<file path="config.mk">
export PLATFORM = sky130hd
export DESIGN_NAME = ex_result_stage
export DESIGN_NICKNAME = d
export VERILOG_FILES = /design/src/rtl/ex_result_stage.sv
export SDC_FILE = /design/constraint.sdc
export NUM_CORES = 1
export LEC_CHECK = 0
export BUFFER_PORTS_ARGS = -buffer_cell sky130_fd_sc_hd__buf_4
export CAP_MARGIN = 30
export CORE_UTILIZATION = 35
export CTS_CLUSTER_DIAMETER = 200
export DETAILED_ROUTE_END_ITERATION = 8
export PLACE_DENSITY = 0.66
export SLEW_MARGIN = 20
export SYNTH_ARGS = -nofsm -noshare
export SYNTH_HDL_FRONTEND = slang
export SYNTH_SLANG_ARGS = --single-unit
</file>
<file path="constraint.sdc">
create_clock -name i_clk_n -period 3.4 [get_ports i_clk_n]
set_input_delay 0.34 -clock i_clk_n [delete_from_list [all_inputs] [get_ports i_clk_n]]
set_output_delay 0.34 -clock i_clk_n [all_outputs]
set_load 0.005 [all_outputs]
</file>
<file path="src/rtl/ex_result_stage.sv">
// ex_result_stage
// Execute-stage result collector. Sequences the shifter enable/busy handshake,
// captures the finished ALU or shift result into a one-entry output slot and
// hands that slot downstream over valid/ready. Works with both bit-serial
// shifters (busy held for n cycles) and barrel shifters (busy never high).
module ex_result_stage (
    input  logic        i_clk_n,
    input  logic        i_rst_n,
    input  logic        i_valid,
    input  logic        i_is_shift,
    input  logic [31:0] i_alu_result,
    input  logic [31:0] i_shift_result,
    input  logic        i_shift_busy,
    input  logic [4:0]  i_rd,
    input  logic        i_wb_en,
    input  logic        i_flush,
    input  logic        i_ready,
    output logic        o_shift_en,
    output logic        o_stall,
    output logic        o_valid,
    output logic [31:0] o_result,
    output logic [4:0]  o_rd,
    output logic        o_wb_en
);

    typedef enum logic [1:0] {
        ST_IDLE  = 2'd0,
        ST_ISSUE = 2'd1,
        ST_WAIT  = 2'd2,
        ST_DRAIN = 2'd3
    } state_t;

    state_t      state_r;
    state_t      state_nxt_s;
    logic        slot_free_s;
    logic        cap_alu_s;
    logic        cap_shift_s;
    logic        stall_s;
    logic        shift_en_s;

    logic        valid_r;
    logic [31:0] result_r;
    logic [4:0]  rd_r;
    logic        wb_en_r;

    // Decode next state, stall, shifter enable and capture strobes from the current state
    always_comb begin
        state_nxt_s = state_r;
        stall_s     = 1'b0;
        shift_en_s  = 1'b0;
        cap_alu_s   = 1'b0;
        cap_shift_s = 1'b0;
        slot_free_s = !valid_r || i_ready;
        case (state_r)
            ST_IDLE: begin
                if (i_flush) begin
                    // killed instruction: nothing captured, nothing started
                    state_nxt_s = ST_IDLE;
                end else if (i_valid && i_is_shift) begin
                    state_nxt_s = ST_ISSUE;
                    stall_s     = 1'b1;
                end else if (i_valid && slot_free_s) begin
                    cap_alu_s   = 1'b1;
                end else if (i_valid) begin
                    stall_s     = 1'b1;
                end else begin
                    state_nxt_s = ST_IDLE;
                end
            end
            ST_ISSUE: begin
                // one enable cycle so the shifter has loaded before busy is looked at
                shift_en_s = 1'b1;
                if (i_flush) begin
                    state_nxt_s = ST_DRAIN;
                end else begin
                    state_nxt_s = ST_WAIT;
                    stall_s     = 1'b1;
                end
            end
            ST_WAIT: begin
                // keep enable through the last step (SRA sign fill), drop it so
                // a finished shifter does not reload
                shift_en_s = i_shift_busy;
                if (i_flush) begin
                    state_nxt_s = ST_DRAIN;
                end else if (!i_shift_busy && slot_free_s) begin
                    cap_shift_s = 1'b1;
                    state_nxt_s = ST_IDLE;
                end else begin
                    stall_s     = 1'b1;
                end
            end
            ST_DRAIN: begin
                // a flushed shift must finish before the shifter can preload again
                stall_s = !i_flush;
                if (!i_shift_busy) begin
                    state_nxt_s = ST_IDLE;
                end else begin
                    state_nxt_s = ST_DRAIN;
                end
            end
            default: begin
                state_nxt_s = ST_IDLE;
            end
        endcase
    end

    // Stall is combinational; the EX valid is ignored while reset is asserted
    assign o_stall    = stall_s & i_rst_n;
    assign o_shift_en = shift_en_s;

    // Sequencer state register
    always_ff @(posedge i_clk_n or negedge i_rst_n) begin
        if (!i_rst_n) begin
            state_r <= ST_IDLE;
        end else begin
            state_r <= state_nxt_s;
        end
    end

    // One-entry output slot: load on capture, release on downstream accept, else hold
    always_ff @(posedge i_clk_n or negedge i_rst_n) begin
        if (!i_rst_n) begin
            valid_r  <= 1'b0;
            result_r <= 32'd0;
            rd_r     <= 5'd0;
            wb_en_r  <= 1'b0;
        end else if (cap_alu_s) begin
            valid_r  <= 1'b1;
            result_r <= i_alu_result;
            rd_r     <= i_rd;
            wb_en_r  <= i_wb_en;
        end else if (cap_shift_s) begin
            valid_r  <= 1'b1;
            result_r <= i_shift_result;
            rd_r     <= i_rd;
            wb_en_r  <= i_wb_en;
        end else if (i_ready) begin
            valid_r  <= 1'b0;
        end else begin
            valid_r  <= valid_r;
        end
    end

    assign o_valid  = valid_r;
    assign o_result = result_r;
    assign o_rd     = rd_r;
    assign o_wb_en  = wb_en_r;

endmodule

</file>
# Yosys cells after proc, flatten, opt, wreduce, memory -nomap -nowiden
# Index checks and enable logic that the tools add are counted.
[word_totals]
register_bits = 41
output_inout_bits = 41
[op_classes]
eq_ne = 6
muxes = 34
bitwise_logic = 1
n_reduce_logical = 11
[ops]
columns = ["operator", "count"]
rows = [
  ["32-bit two-way mux", 2],
  ["1-bit two-way mux", 20],
  ["2-bit two-way mux", 7],
  ["5-bit two-way mux", 2],
  ["4-bit != test, second input constant", 2],
  ["2-bit one-hot mux with 4 select lines", 1],
  ["2-bit equality test, second input constant", 2],
  ["1-bit one-hot mux with 4 select lines", 1],
  ["1-bit logical AND", 3],
  ["1-bit zero test", 3],
  ["3-bit != test, second input constant", 1],
  ["3-bit AND reduction", 1],
  ["3-bit nonzero test", 1],
  ["2-bit by 1-bit equality test with 1-bit output, second input constant", 1],
  ["2-bit zero test", 1],
  ["1-bit one-hot mux with 2 select lines", 1],
  ["2-bit nonzero test", 1],
  ["1-bit bitwise AND", 1],
  ["1-bit logical OR", 1],
]

# Depth between registers and ports, before layout
# Gate-level depths: netlist of run 1.
[logic_depth]
ltp_word = 8
ltp_mapped = 8

# Least setup slack after synthesis of run 1
# No wires, ideal clock.
[synth_timing]
kind = "flip-flop to flip-flop"
start = "register state_r[0]"
end = "register result_r[22] (netlist: o_result[22])"
arrival_ps = 1496
required_time_ps = 3278
slack_ps = 1782
stages_incl_launch_ff = 9
path_buffers = 2
cell_sequence = "dfrtp_1 -> inv_1 -> ha_1 -> nand2b_4 -> or3_1 -> buf_2 -> buf_6 -> nand2_1 -> a21oi_1"
[synth_via]
elab_chain_cells = 3
word_cells_on_any_way = 6
classes_between = "eq/ne (1); mux (3); reduce/logical (2)"
[synth_rtl]
columns = ["item", "line", "text"]
rows = [
  ["start: declaration", "33", "state_t state_r;"],
  ["start signal: assignment", "117", "state_r <= state_nxt_s;"],
  ["2-bit equality test / 2-bit zero test (equally long branches)", "54", "case (state_r)"],
  ["1-bit two-way mux", "54", ""],
  ["2-bit nonzero test (no line) / 32-bit two-way mux (equally long branches)", "n/a", ""],
  ["end signal: assignment", "130", "result_r <= i_alu_result;"],
  ["end signal: assignment", "135", "result_r <= i_shift_result;"],
  ["end: declaration", "42", "logic [31:0] result_r;"],
]
# Several ways; a longest one is shown, not always the timed one.
# A chain may end at the register's enable or synchronous reset.

# Worst setup path in the final report of run 1
[layout_timing]
start = "register state_r[0]"
end = "register result_r[13] (netlist: o_result[13])"
# The elaborated chain is that of the path after synthesis.

==> flow_summary.ini, run 1 <==
[setup_path]
required_ps = 3610
path_delay_family = simple AND/OR/NAND/NOR gates
crit_path_max_incr_delay_ps = 580
path_cells = inv_1, ha_1, nand2b_4, nor3_4, buf_4, a21oi_1, a21oi_1
start_kind = flip-flop
critPathArrivalTime_ps = 2400
cp_max_fo = 17
path_class = flip-flop to flip-flop
path_buf_inv = 2
crit_slowest_cell = nor3_4
critPathMostFrequentCell = a21oi_1
crit_path_end_kind = flip-flop

[clock_tree]
cts_resized = 0
cts_tree = done
clock-sinks = 41
numCtsBuffers = 5
cts_setup_buffers = 0
cts-hold-fix-buffers = 0
clk_latency_ps = 290
cts.path.max_buffers = 2
ctsHtreeMaxLevel = 2
clk_pin_slew_worst_paths_ps = 80
cts_root_buffer = clkbuf_8

[power]
seq_power_share_pct = 38.4
p_sw_mw = 0.747
p_comb_share_pct = 43.5
clkPwrFrac_pct = 18.1
p_leak_nw = 1.55
ir_worst_vdd_uv = 369
p_per_area_mw_per_mm2 = 746
intPower_mw = 1.54
p_sw_share_pct = 32.6

[timing]
hold_viol_final = 0
finalSetupTns_ps = 0
clock_skew_ps = 7.43
rsz0062_at_grt = no
slew_headroom_pct = 49.8
fmax_ghz = 0.457
period_needed_ps = 2190
setup_violations = 0
tightest_slew_ps = 750
setup_ws_ps = 1210
finalCritPeriodShare_pct = 64.4
final_max_slew_viol_count = 0

[placement]
gp_congestion = 0.761
pre_cts_slack_ps = 1210
place_hpwl_mm = 4.09
io_buffers = 117
dp.cells = 403

[synthesis]
ys_ff_latch = 41
synth-edff-count = 0
ys_types = 26
yosys_warnings = 0
synth_top_family_by_area = compound AO/OA/AOI/OAI gates
synth_fa_ha_area_share_pct = 3.07
yosys.cell_count.top_type = a21oi_1
synth_ff_type = dfrtp_1
synth-compound-area-share_pct = 19.2
async_flop_share_pct = 100
synth_area_leader_cell = dfrtp_1
synth_area_per_cell_um2 = 9.13
syn_area_mm2 = 0.00204
yosys.area_share.simple_pct = 19.0
yosys-top-cells-count = 66 x a21oi_1, 41 x dfrtp_1, 34 x nand2_1
netlist_instances = 223
synth-xor-area-share_pct = 0
synth.top_cell.area_share_pct = 50.4
synthesis.nets = 305
seq_area_frac_synth_pct = 50.4
synthMuxAreaShare_pct = 3.81
synthTopCellsByArea = dfrtp_1 50%, a21oi_1 16%, nand2_1 6.3%

[global_route]
globalRouteTotalUtil_pct = 18.2
grt_pass1_vias = 1872
antenna_found_initial = 0
grt_pass1_wl_mm = 8.69
grt_max_degree = 43
grt-ovfl-total = 0

[floorplan]
die-area_mm2 = 0.00613
placement_rows = 27
dieWidth_um = 78.3
initial_core_util_pct = 36.5
ios = 118
die_h_um = 78.3
core_mm2 = 0.00557

[flow_run]
max-cap-violations = 0

[final_layout]
final_cells = 411
multi_input_area_um2 = 920
diodes = 0
nFillCells = 549
drive_gt1_share_pct = 39.8
syn2layout_area_growth_pct = 50.8
nets = 420
seqCellArea_mm2 = 0.00103

[drt]
drc = 0
vias = 1995
wirelength_mm = 5.62
detail-route-antenna-nets = 0
viasPerCell = 4.85
drtIter0Drc = 95
wl_per_cell_um = 13.7
drt_first_pass_iters = 4

[worst_hold_path]
hp-class = input port to async pin

[run_status]
status = completed
-- final timing paths --
path	endpoint	depth (start not counted)	from	slack, ps
min reg2reg	o_rd[2]	1	o_rd[2]	500
min	o_rd[3]	1	i_rst_n	30
max in group asynchronous	o_result[14]	1	i_rst_n	3000
min in group i_clk_n	o_rd[3]	2	i_rd[3]	260
max reg2reg	o_result[13]	7	state_r[0]	1210
max	o_result[13]	7	state_r[0]	1210
-- flip-flops by register name, indices dropped and copies added (netlist names) --
signal and flops:
o_result 32, o_rd 5, state_r 2, o_valid 1
o_wb_en 1
-- worst reg2reg max path, cell delays in order, from the launching register on --
cell and delay, ps:
dfrtp_1 420, inv_1 140, ha_1 270, nand2b_4 80, nor3_4 580, buf_4 360
a21oi_1 100, a21oi_1 150
-- area by class of cell --
class	count	area share, %
clock inverter	2	1.22
sequential	41	33.4
multi-input combinational	167	29.9
clock buffer	6	2.69
inverter	2	0.244
timing repair buffer	121	29.6
tap	72	2.93
-- per-layer routing --
metal	vias to the layer above	wire length, um	part of all wire (%)	GRT usage [%]
met3	8	508	9.0	6.51
met5	-	0	0	0
li1	984	-	-	-
met2	96	2650	47	29.0
met4	0	72	1.3	4.81
met1	907	2390	42	23.5
-- placed cells by master, fill, tap and decap left out, types with 3 or more instances in the layout --
cell and instances:
a21oi_1 66, buf_4 121, clkbuf_8 6, dfrtp_1 41, ha_1 5, mux2_1 6
nand2_1 34, nor2_1 33, o21ai_0 3
-- power groups by stage --
stage | clock network, mW | registers, mW | logic (mW)
6_report | 0.415 | 0.879 | 0.998
5_1_grt | 0.447 | 0.906 | 1.10
4_1_cts | 0.421 | 0.879 | 1.01
3_5_place_dp | 0 | 0.886 | 1.01
3_3_place_gp | 0 | 0.879 | 0.992
2_1_floorplan | 0 | 0.894 | 0.448
-- metrics by stage --
stage	hold WS, ps	total power, mW	util [%]	area, um2
6_report	29.3	2.29	55.1	3070
5_1_grt	64.5	2.46	55.1	3070
4_1_cts	44.9	2.31	55.1	3070
3_5_place_dp	361	1.90	53.0	2950
3_3_place_gp	364	1.87	53.0	2950
2_1_floorplan	44.4	1.34	-	2040
-- kinds of logic (layout without fill, tap and decap cells) --
group	count (synthesis)	in the layout
AND/OR/NAND/NOR	80	80
AO/OA/AOI/OAI	75	75
flip-flops	41	41
buffers and inverters	15	131
multiplexers	7	7
adder cells (fa/ha/maj)	5	5
(Power assumes the default switching activity.)
==> run 2: changes to the inputs <==
ABC_AREA = 1   (was default)
PLACE_DENSITY = 0.65   (was 0.66)
clock period = 2 ns   (was 3.4 ns; I/O delays follow)
==> run 2 against run 1 <==
The run now ends with hold timing left. Highest routed layer unchanged. Largest power group unchanged. Worst setup slack got worse by 1100 ps. Via count grew 32%. Global-route usage grew 0.64 points. Flip-flop and latch count unchanged. First-iteration DRC count fell by 4.2%. Wire length increased by 24%.
==> flow_summary.ini, run 2 <==
[drt]
viasPerCell = 4.65
drt_first_pass_iters = 4
detail-route-antenna-nets = 0
wirelength_mm = 6.98
wl_per_cell_um = 12.3
vias = 2632
drtIter0Drc = 91
drc = 0

[synthesis]
yosys.cell_count.top_type = nand2_1
synth_area_leader_cell = dfrtp_1
synthesis.nets = 440
syn_area_mm2 = 0.00259
synth-edff-count = 0
synth_ff_type = dfrtp_1
netlist_instances = 358
yosys_warnings = 0
synth.top_cell.area_share_pct = 39.7
ys_ff_latch = 41
async_flop_share_pct = 100
yosys-top-cells-count = 92 x nand2_1, 83 x nand3_1, 74 x inv_1
synth_area_per_cell_um2 = 7.23
synthTopCellsByArea = dfrtp_1 40%, nand3_1 16%, nand2_1 13%
seq_area_frac_synth_pct = 39.7
ys_types = 20

[clock_tree]
ctsHtreeMaxLevel = 2
clock-sinks = 41
cts_tree = done
clk_latency_ps = 290
clk_pin_slew_worst_paths_ps = 70
cts-hold-fix-buffers = 0
numCtsBuffers = 5
cts_root_buffer = clkbuf_8
cts.path.max_buffers = 2

[final_layout]
utilization_pct = 52.1
drive_gt1_share_pct = 34.5
mostFrequentLayoutCell = buf_4
syn2layout_area_growth_pct = 40.5
diodes = 0
largest_reg_flops = 32
final_cells = 566
most-common-layout-cells = 127 x buf_4, 92 x nand2_1, 83 x nand3_1
nets = 553

[setup_path]
path_class = flip-flop to output port
startpoint = state_r[0]
crit_path_end_kind = output port
r2r_start = state_r[1]
cp_max_fo = 4
critPathArrivalTime_ps = 1640
required_ps = 1800
start_kind = flip-flop
rr_worst_depth = 8

[global_route]
grt_pass1_wl_mm = 11.3
grt_pass1_vias = 2471
grt-ovfl-total = 0
globalRouteTotalUtil_pct = 18.9
grt_max_degree = 42
antenna_found_initial = 0

[power]
p_per_area_mw_per_mm2 = 1070
p_leak_nw = 2.16
ir_worst_vdd_uv = 420

[flow_run]
max-cap-violations = 0

[floorplan]
ios = 118
placement_rows = 30
dieWidth_um = 88.0
die_h_um = 88.0
die-area_mm2 = 0.00774
initial_core_util_pct = 37.1
core_mm2 = 0.00698

[timing]
final_max_slew_viol_count = 0
fmax_ghz = 0.544
finalCritPeriodShare_pct = 92.0
slew_headroom_pct = 64.9
period_needed_ps = 1840
tightest_slew_ps = 527
whs_ps = -8.38
rsz0062_at_grt = no
setup_violations = 0
hold_viol_final = 7
finalSetupTns_ps = 0
clock_skew_ps = 3.19

[run_status]
failed_checks = hold timing
status = complete, but fails checks

[placement]
io_buffers = 117
place_hpwl_mm = 5.14
gp_congestion = 0.793
dp.cells = 560

[worst_hold_path]
hp-class = input port to async pin
## run 2: kinds of logic after synthesis
group | count (synthesis) | synth area share, %
AOI/OAI and AO/OA | 7 | 1.45
DFF | 41 | 39.7
buffers and inverters | 97 | 15.7
adders and majority gates | 5 | 2.42
and+or+nand+nor | 208 | 40.8
## run 2: timing repair
action / CTS / global route
setup buffers: 0 / 0
setup endpoints to repair: 0 / 1
resized for setup: 0 / 3
## run 2: path summary, 6_finish.rpt
check	to	slack [ps]
hold reg to reg	o_result[1]	520
setup reg to reg	o_result[23]	290
setup / recovery	o_stall	160
hold / removal	o_result[25]	-8
max in group asynchronous	o_result[4]	1630
min in group i_clk_n	o_rd[4]	100
## run 2: layout make-up
type / count / area [um2]
multi-input cells: 220 / 1160
flip-flops and latches: 41 / 1030
clock inverters: 1 / 5.00
fillers: 714 / 3350
inverters: 75 / 282
clock buffers: 5 / 68.8
well taps: 96 / 120
repair buffers: 128 / 973
## run 2: routing by layer
metal,GRT usage [%],up-vias,share of wire (%)
li1,-,1322,-
met1,24.0,1207,44
met2,32.0,97,49
met3,4.05,6,6.0
met4,5.96,0,1.3
met5,0,-,0
## run 2: worst max-delay path, cell delays in order (launching register included)
cell and delay (ps):
dfrtp_1 420, inv_2 100, ha_2 210, nand2_1 60, o21bai_1 170, inv_1 70
nor2_1 40, nor2_1 140, buf_4 130
## run 2: power by group
group	internal [mW]	switching [mW]
Sequential	1.21	0.255
Clock	0.230	0.267
Combinational	0.982	0.938
Total	2.42	1.46
## run 2: per-stage QoR
step | cell area (um2) | total power, mW | setup WS [ps]
2_1_floorplan | 2590 | 2.44 | 454
3_3_place_gp | 3560 | 3.36 | 386
3_5_place_dp | 3560 | 3.41 | 315
4_1_cts | 3630 | 3.93 | 83.6
5_1_grt | 3630 | 4.22 | 39.0
6_report | 3630 | 3.88 | 161
==> run 3: changes to the inputs <==
ABC_AREA = default   (was 1)
CORE_UTILIZATION = 39   (was 35)
PLACE_DENSITY = 0.75   (was 0.65)
==> run 3 against run 2 <==
The flow still finishes with violations (hold timing). Hold slack lost 7.9 ps. Cell count shrank 28%. Cell area shrank 15%. First-iteration DRC count shrank 56%. Critical path type unchanged. Critical endpoint unchanged. Largest power group unchanged.
==> flow_summary.ini, run 3 (synthesis results as in run 1) <==
[power]
p_per_area_mw_per_mm2 = 1220
power_mw = 3.77
ir_worst_vdd_uv = 630
p_leak_nw = 1.57

[setup_path]
rr_worst_depth = 7
ff2ff_setup_slack_ps = 310
critPathArrivalTime_ps = 1710
start_kind = flip-flop
startpoint = state_r[0]
crit_path_end_kind = output port
cp_max_fo = 4
r2r-end = o_result[12]
r2r_start = state_r[1]
required_ps = 1800
path_class = flip-flop to output port

[timing]
tightest_slew_ps = 514
hold_viol_final = 21
finalSetupTns_ps = 0
fmax_ghz = 0.525
finalCritPeriodShare_pct = 95.3
slew_headroom_pct = 65.8
period_needed_ps = 1910
clock_skew_ps = 2.80
setup_violations = 0
whs_ps = -16.3
setup_ws_ps = 94.2
final_max_slew_viol_count = 0

[final_layout]
diodes = 0
syn2layout_area_growth_pct = 51.4
drive_gt1_share_pct = 40.5
nets = 425
nFillCells = 460
multi_input_area_um2 = 922
seqCellArea_mm2 = 0.00103
mostFrequentLayoutCell = buf_4
largest_reg_flops = 32
most-common-layout-cells = 125 x buf_4, 66 x a21oi_1, 41 x dfrtp_1

[drt]
wirelength_mm = 5.48
wl_per_cell_um = 13.4
vias = 2010
viasPerCell = 4.90
drt_first_pass_iters = 4
detail-route-antenna-nets = 0
drc = 0
drtIter0Drc = 40

[clock_tree]
cts.path.max_buffers = 2
cts_root_buffer = clkbuf_8
cts-hold-fix-buffers = 0
clk_pin_slew_worst_paths_ps = 70
numCtsBuffers = 5
clk_latency_ps = 280
cts_tree = done
clock-sinks = 41
ctsHtreeMaxLevel = 2

[global_route]
grt_pass1_vias = 1982
globalRouteTotalUtil_pct = 20.6
grt-ovfl-total = 0
grt_max_degree = 42
grt_pass1_wl_mm = 8.59
antenna_found_initial = 0

[floorplan]
core_mm2 = 0.00488
placement_rows = 25
die-area_mm2 = 0.00552
ios = 118
die_h_um = 74.3
initial_core_util_pct = 41.7
dieWidth_um = 74.3

[run_status]
status = complete, but fails checks
failed_checks = hold timing

[placement]
pre_cts_slack_ps = 285
io_buffers = 117
place_hpwl_mm = 4.13
gp_congestion = 0.837

[flow_run]
max-cap-violations = 0

[worst_hold_path]
hp-class = input port to async pin
-- run 3: cell types whose count changed in the layout (fill, tap and decap cells not counted), moves of 20 or more --
cell,before,now
nor2_1,5,33
nand2_1,92,34
nand3_1,83,1
nand3_2,20,0
a21oi_1,3,66
inv_1,73,2
-- run 3: critical path, cell delays in order, from the launching register on --
cell	delay (ps)
dfrtp_1	380
inv_1	110
ha_2	230
nand2b_4	90
o21bai_1	150
o21ai_0	130
o211a_1	210
buf_4	130
-- run 3: metrics by stage --
stage	cells	utilization [%]	area (um2)
floorplan	223	-	2040
global route	410	63.2	3080
global placement	402	61.2	2990
detailed placement	402	61.2	2990
CTS	409	63.0	3070
finish	410	63.2	3080
-- run 3: report_power, final --
group | internal, mW | leakage [nW] | switching, mW
Clock | 0.274 | 0.0443 | 0.263
Combinational | 1.00 | 1.03 | 0.748
Sequential | 1.25 | 0.491 | 0.229
-- run 3: worst max path at each step --
stage	to	cells after the start
finish	o_stall	7
global route	o_stall	7
CTS	o_stall	7
detailed placement	o_result[11]	7
global placement	o_result[12]	7
floorplan	o_result[22]	8
-- run 3: layout make-up --
type                    count  area share [%]
flip-flops and latches     41            33.3
inverters                   2           0.243
repair buffers            126            31.1
multi-input cells         167            29.9
well taps                  67            2.72
clock buffers               7            2.80
-- run 3: what timing repair did --
action,CTS,global route
gates resized for setup,0,1
endpoints found under the setup margin,0,1
setup buffers,0,1
-- run 3: routing by layer --
metal,global-route usage (%),vias to the layer above,routed length (um),share of wire (%)
met5,0,-,0,0
met4,5.87,0,51,0.93
met3,6.23,5,454,8.3
met2,37.8,75,2750,50
met1,23.0,941,2230,41
li1,-,989,-,-
